File: src/rtl/fp16_pkg.sv
// Shared FP16 field positions, constants and small helpers for the
// FP16 multiply datapath and its schedulers.
package fp16_pkg;

  typedef logic [15:0] fp16_t;

  localparam int    FP16_SIGN_BIT = 15;
  localparam int    FP16_EXP_MSB  = 14;
  localparam int    FP16_EXP_LSB  = 10;
  localparam int    FP16_MAN_MSB  = 9;
  localparam int    FP16_MAN_LSB  = 0;
  localparam fp16_t FP16_POS_ZERO = 16'h0000;
  localparam fp16_t FP16_NEG_ZERO = 16'h8000;

  // Exponent and mantissa both zero, sign ignored.
  function automatic logic fp16_is_zero(input fp16_t x);
    return (x[FP16_EXP_MSB:FP16_MAN_LSB] == 15'h0000);
  endfunction

  function automatic fp16_t fp16_signed_zero(input fp16_t a, input fp16_t b);
    return (a[FP16_SIGN_BIT] ^ b[FP16_SIGN_BIT]) ? FP16_NEG_ZERO : FP16_POS_ZERO;
  endfunction

endpackage

File: src/rtl/multiplier_fp16.sv
// Combinational FP16 multiplier for normal operands: implicit leading one,
// truncated mantissa, no rounding, overflow or subnormal handling.
module multiplier_fp16
  import fp16_pkg::*;
(
  input  fp16_t i_a,
  input  fp16_t i_b,
  output fp16_t o_z
);

  logic [21:0] w_prod;
  logic [4:0]  w_exp;
  logic [9:0]  w_man;
  logic        w_unused_lsbs;

  assign w_prod = {11'd0, 1'b1, i_a[FP16_MAN_MSB:FP16_MAN_LSB]}
                * {11'd0, 1'b1, i_b[FP16_MAN_MSB:FP16_MAN_LSB]};

  // Product of two 1.x mantissas lies in [1,4); renormalise when bit 21 is set.
  assign w_exp = i_a[FP16_EXP_MSB:FP16_EXP_LSB] + i_b[FP16_EXP_MSB:FP16_EXP_LSB]
               - 5'd15 + {4'd0, w_prod[21]};
  assign w_man = w_prod[21] ? w_prod[20:11] : w_prod[19:10];
  assign o_z   = {i_a[FP16_SIGN_BIT] ^ i_b[FP16_SIGN_BIT], w_exp, w_man};

  assign w_unused_lsbs = ^w_prod[9:0];

endmodule

File: src/rtl/rr_arbiter.sv
// Round-robin arbiter: scans requests starting at i_ptr and returns a one-hot
// grant plus its encoded index. Purely combinational.
module rr_arbiter #(
  parameter int N     = 4,
  parameter int IDX_W = (N > 1) ? $clog2(N) : 1
) (
  input  logic [N-1:0]     i_req,
  input  logic [IDX_W-1:0] i_ptr,
  output logic [N-1:0]     o_gnt,
  output logic [IDX_W-1:0] o_idx,
  output logic             o_any
);

  // First requester at or after the pointer, wrapping modulo N.
  always_comb begin
    logic [IDX_W-1:0] w_j;
    o_gnt = '0;
    o_idx = '0;
    o_any = 1'b0;
    w_j   = '0;
    for (int k = 0; k < N; k++) begin
      w_j = IDX_W'((int'(i_ptr) + k) % N);
      if (!o_any && i_req[w_j]) begin
        o_gnt[w_j] = 1'b1;
        o_idx      = w_j;
        o_any      = 1'b1;
      end else begin
        o_any = o_any;
      end
    end
  end

endmodule

File: src/rtl/fp16_mul_arbiter.sv
// Shares one FP16 multiplier among NUM_REQ requesters: round-robin issue into
// an operand stage (S1), registered result stage (S2) with tagged backpressure.
module fp16_mul_arbiter
  import fp16_pkg::*;
#(
  parameter int NUM_REQ     = 4,
  parameter int ID_W        = (NUM_REQ > 1) ? $clog2(NUM_REQ) : 1,
  parameter bit ZERO_BYPASS = 1'b1
) (
  input  logic                  clk,
  input  logic                  rst_n,
  input  logic [NUM_REQ-1:0]    req_valid,
  output logic [NUM_REQ-1:0]    req_ready,
  input  logic [NUM_REQ*16-1:0] req_a,
  input  logic [NUM_REQ*16-1:0] req_b,
  output logic                  out_valid,
  input  logic                  out_ready,
  output logic [15:0]           out_z,
  output logic [ID_W-1:0]       out_id,
  output logic [1:0]            inflight,
  output logic                  idle
);

  logic            r_s1_valid;
  fp16_t           r_s1_a;
  fp16_t           r_s1_b;
  logic [ID_W-1:0] r_s1_id;
  logic            r_s1_zero;
  logic [ID_W-1:0] r_ptr;
  logic            r_out_valid;
  fp16_t           r_out_z;
  logic [ID_W-1:0] r_out_id;

  logic               w_s2_en;
  logic               w_s1_en;
  logic [NUM_REQ-1:0] w_gnt;
  logic [ID_W-1:0]    w_win;
  logic               w_any;
  logic               w_accept;
  fp16_t              w_win_a;
  fp16_t              w_win_b;
  logic               w_win_zero;
  logic [ID_W-1:0]    w_ptr_nxt;
  fp16_t              w_prod;
  fp16_t              w_result;

  // The whole pipe advances in the same cycle the consumer drains S2.
  assign w_s2_en = !r_out_valid | out_ready;
  assign w_s1_en = !r_s1_valid | w_s2_en;

  rr_arbiter #(.N(NUM_REQ), .IDX_W(ID_W)) u_arb (
    .i_req (req_valid),
    .i_ptr (r_ptr),
    .o_gnt (w_gnt),
    .o_idx (w_win),
    .o_any (w_any)
  );

  assign req_ready  = w_s1_en ? w_gnt : {NUM_REQ{1'b0}};
  assign w_accept   = w_s1_en & w_any;
  assign w_win_a    = req_a[{w_win, 4'd0} +: 16];
  assign w_win_b    = req_b[{w_win, 4'd0} +: 16];
  assign w_win_zero = ZERO_BYPASS && (fp16_is_zero(w_win_a) || fp16_is_zero(w_win_b));
  assign w_ptr_nxt  = (w_win == ID_W'(NUM_REQ - 1)) ? {ID_W{1'b0}} : w_win + ID_W'(1);

  multiplier_fp16 u_mul (
    .i_a (r_s1_a),
    .i_b (r_s1_b),
    .o_z (w_prod)
  );

  assign w_result = r_s1_zero ? fp16_signed_zero(r_s1_a, r_s1_b) : w_prod;

  // Operand stage and round-robin pointer.
  always_ff @(posedge clk or negedge rst_n) begin
    if (!rst_n) begin
      r_s1_valid <= 1'b0;
      r_s1_a     <= FP16_POS_ZERO;
      r_s1_b     <= FP16_POS_ZERO;
      r_s1_id    <= {ID_W{1'b0}};
      r_s1_zero  <= 1'b0;
      r_ptr      <= {ID_W{1'b0}};
    end else if (w_s1_en) begin
      r_s1_valid <= w_accept;
      if (w_accept) begin
        r_s1_a    <= w_win_a;
        r_s1_b    <= w_win_b;
        r_s1_id   <= w_win;
        r_s1_zero <= w_win_zero;
        r_ptr     <= w_ptr_nxt;
      end
    end
  end

  // Result stage; contents frozen while the consumer stalls.
  always_ff @(posedge clk or negedge rst_n) begin
    if (!rst_n) begin
      r_out_valid <= 1'b0;
      r_out_z     <= FP16_POS_ZERO;
      r_out_id    <= {ID_W{1'b0}};
    end else if (w_s2_en) begin
      r_out_valid <= r_s1_valid;
      if (r_s1_valid) begin
        r_out_z  <= w_result;
        r_out_id <= r_s1_id;
      end
    end
  end

  assign out_valid = r_out_valid;
  assign out_z     = r_out_z;
  assign out_id    = r_out_id;
  assign inflight  = {1'b0, r_s1_valid} + {1'b0, r_out_valid};
  assign idle      = !r_s1_valid && !r_out_valid;

endmodule
File: config.mk
export PLATFORM = sky130hd
export DESIGN_NAME = fp16_mul_arbiter
export DESIGN_NICKNAME = d
export VERILOG_FILES = /design/src/rtl/fp16_pkg.sv /design/src/rtl/multiplier_fp16.sv /design/src/rtl/rr_arbiter.sv /design/src/rtl/fp16_mul_arbiter.sv
export SDC_FILE = /design/constraint.sdc
export NUM_CORES = 1
export LEC_CHECK = 0
export BUFFER_PORTS_ARGS = -buffer_cell sky130_fd_sc_hd__buf_2
export CAP_MARGIN = 30
export CORE_MARGIN = 4
export CORE_UTILIZATION = 45
export CTS_CLUSTER_SIZE = 10
export DETAILED_ROUTE_END_ITERATION = 12
export GPL_TIMING_DRIVEN = 1
export PLACE_DENSITY = 0.68
export RECOVER_POWER = 50
export SETUP_SLACK_MARGIN = 0.1
export SLEW_MARGIN = 30
export SYNTH_ARGS = -nofsm -noshare
export SYNTH_HDL_FRONTEND = slang
export SYNTH_SLANG_ARGS = --single-unit
File: constraint.sdc
create_clock -name clk -period 7.87 [get_ports clk]
set_input_delay 1.1805 -clock clk [delete_from_list [all_inputs] [get_ports clk]]
set_output_delay 1.1805 -clock clk [all_outputs]
set_load 0.01 [all_outputs]
==> impl_metrics.yaml <==
status:
  status: "finished, violations left"
  violations: "capacitance limit, slew limit"
setup_path:
  worst-path-stages: 26
  crit_type: "register to register"
  path_buf_inv: 7
  cpPeakStageDelay_ps: 550
  critPathCaptureType: "register"
  crit_top_cell: "inv_1"
  cp_data_required_time_ps: 8080
  critPathLaunchType: "register"
  crit_family: "adder cells"
  critPathMaxFanout: 11
  worst_path_max_delay_cell: "dfrtp_1"
  crit_arrival_ps: 6890
  ff2ff_path_depth: 26
placed_design:
  dp_hpwl_mm: 14.7
  io_buffers: 160
  gp_congestion: 0.845
synthesis:
  seq_area_frac_synth_pct: 18.5
  synth_flop_cell: "dfrtp_1"
  syn-num-nets: 1118
  yosysTopAreaCell: "fa_1"
  synth-edff-count: 0
  yosysWarnings: 0
  async_flop_share_pct: 100
  syn-mean-instance-area_um2: 9.29
  synth.ff_latch_count: 57
  synthTopCellsByArea: "fa_1 21%, dfrtp_1 19%, ha_1 12%"
  syn_area_um2: 7700
  synth_top_area_share_pct: 20.8
  synth_cell_types: 56
  syn_inst: 829
sta:
  finalMaxSlewViolations: 58
  timing.final.crit_share_pct: 84.8
  skew_ps: 4.88
  rsz0062_at_grt: "false"
  finalSetupTns_ps: 0
  setup_violations: 0
  worstMarginPinSlew_ps: 3070
  slew_headroom_pct: -105
  fmax_ghz: 0.150
  period_needed_ps: 6680
  hold_viol: 0
final_layout:
  diodes: 0
  num-fill-cells: 1548
  layout-drive-gt1-share_pct: 21.9
  fin_nets: 1249
  area_delta_synth_final_pct: 15.3
drt:
  drtIter0Drc: 251
  vias: 5955
  dr.pass1.iters: 5
  wirelength_mm: 17.7
  drc: 0
  via_per_inst: 5.03
  routedWlPerCell_um: 14.9
  drtAntennaViolNets: 0
die:
  num_rows: 47
  ioPinCount: 161
  die_y_um: 139
  die-area_um2: 19300
  die_width_um: 139
  start_util_pct: 46.1
  design.core.area_um2: 16700
global_routing:
  antenna_found_initial: 0
  grt_pass1_vias: 6110
  grt_usage_pct: 18.8
  grt_max_degree: 71
  grt_remaining_overflow: 0
  grt_pass1_wl_mm: 29.8
clocking:
  htree_levels: 3
  clock_path_buffers: 2
  cts_root_buf: "clkbuf_16"
  insertion_delay_ps: 330
  holdBufCountCts: 0
  cts_setup_buffers: 0
  cts_tree: "built"
  cts_sinks: 57
  cts_buffers: 9
  cts.clk_slew.worst_paths_ps: 50
  ctsResizeCount: 0
worst_hold_path:
  hold_depth: 2
  hold_class: "register to register"
run:
  maxCapViolCount: 1
stage by stage:
step,hold slack (ps),setup slack (ps),cells,utilization [%],cell area [µm²]
global placement,464,1310,1168,51.3,8570
floorplan,446,1190,829,-,7700
detailed placement,472,1200,1168,51.3,8570
global route,505,711,1184,53.2,8880
finish,476,1190,1184,53.2,8880
CTS,483,1170,1183,53.1,8870
final timing paths:
check                      slack, ps                endpoint                    from
setup / recovery                1190   out_z[14]$_DFFE_PN0P_   r_s1_a[5]$_DFFE_PN0P_
hold / removal                   480  r_s1_id[1]$_DFFE_PN0P_  r_s1_id[1]$_DFFE_PN0P_
setup reg to reg                1190   out_z[14]$_DFFE_PN0P_   r_s1_a[5]$_DFFE_PN0P_
hold reg to reg                  480  r_s1_id[1]$_DFFE_PN0P_  r_s1_id[1]$_DFFE_PN0P_
max in group asynchronous       4170   r_s1_zero$_DFFE_PN0P_                   rst_n
min in group asynchronous       1940    out_z[4]$_DFFE_PN0P_                   rst_n
cells in the final DEF (no fill, tap or decap), types with 3 or more instances in the layout:
cell type    n
clkbuf_16    9
ha_1        74
a21oi_1     13
a22oi_1      4
o21ai_0     47
nand3_1      3
nand4_1      8
clkbuf_1    14
nand2_1    109
nor3_1       4
buf_2      148
a221oi_1     5
mux2_2      29
nor2_1      29
mux2i_1     67
o21ai_1      5
inv_1      126
mux4_2       5
nor2b_1      8
a21o_1       4
nand2b_1     8
and2_1      35
buf_4        3
dfrtp_1     57
mux2_1       8
xor2_1       7
xnor2_1     11
o31ai_1      4
fa_1        80
cell families after synthesis:
logic type	count (synthesis)	share of synthesized area (%)
AND/OR/NAND/NOR	218	13.4
buffers and inverters	171	9.31
adder cells (fa/ha/maj)	154	32.8
multiplexers	109	15.6
AO/OA/AOI/OAI	101	8.11
flip-flops	57	18.5
XOR/XNOR	19	2.26
layer usage:
| metal | global-route usage, % | vias to the layer above | part of all wire (%) |
|---|---|---|---|
| met2 | 31.2 | 170 | 48 |
| met5 | 0 | - | 0 |
| met1 | 25.5 | 2807 | 45 |
| li1 | - | 2965 | - |
| met3 | 3.93 | 13 | 6.1 |
| met4 | 3.96 | 0 | 1.3 |
Yosys cell counts (13+ instances only):
library cell and count:
mux2_2 29, a21oi_1 13, o21ai_0 47, mux2i_1 67, nand2_1 109, fa_1 80
inv_1 126, nor2_1 29, clkbuf_1 27, dfrtp_1 57, ha_1 74, and2_1 35
area by class of cell:
| class | instances | area [µm²] | area share, % |
|---|---|---|---|
| Timing Repair Buffer | 165 | 840 | 9.46 |
| Clock inverter | 3 | 40.0 | 0.451 |
| Tap cell | 220 | 275 | 3.10 |
| Multi-Input combinational cell | 601 | 5570 | 62.7 |
| Sequential cell | 57 | 1430 | 16.1 |
| Clock buffer | 12 | 256 | 2.89 |
| Inverter | 126 | 473 | 5.33 |
sequential cells by signal, indices dropped and copies added, names as in the netlist:
register and cells:
r_s1_valid 1, out_id 2, out_z 16, r_s1_id 2, r_s1_b 16, r_s1_a 16, r_s1_zero 1, out_valid 1
r_ptr 2
worst reg2reg max path, delay by kind of cell (launching register included):
family / cells / cell delay, ps
flip-flops: 1 / 550
AO/OA/AOI/OAI: 7 / 1550
buffers and inverters: 7 / 360
adder cells (fa/ha/maj): 8 / 3460
AND/OR/NAND/NOR: 1 / 140
XOR/XNOR: 3 / 490
Power is left out: the tool's default activity adds up to more than one toggle a clock period on the data nets, which glitch-free logic cannot reach.
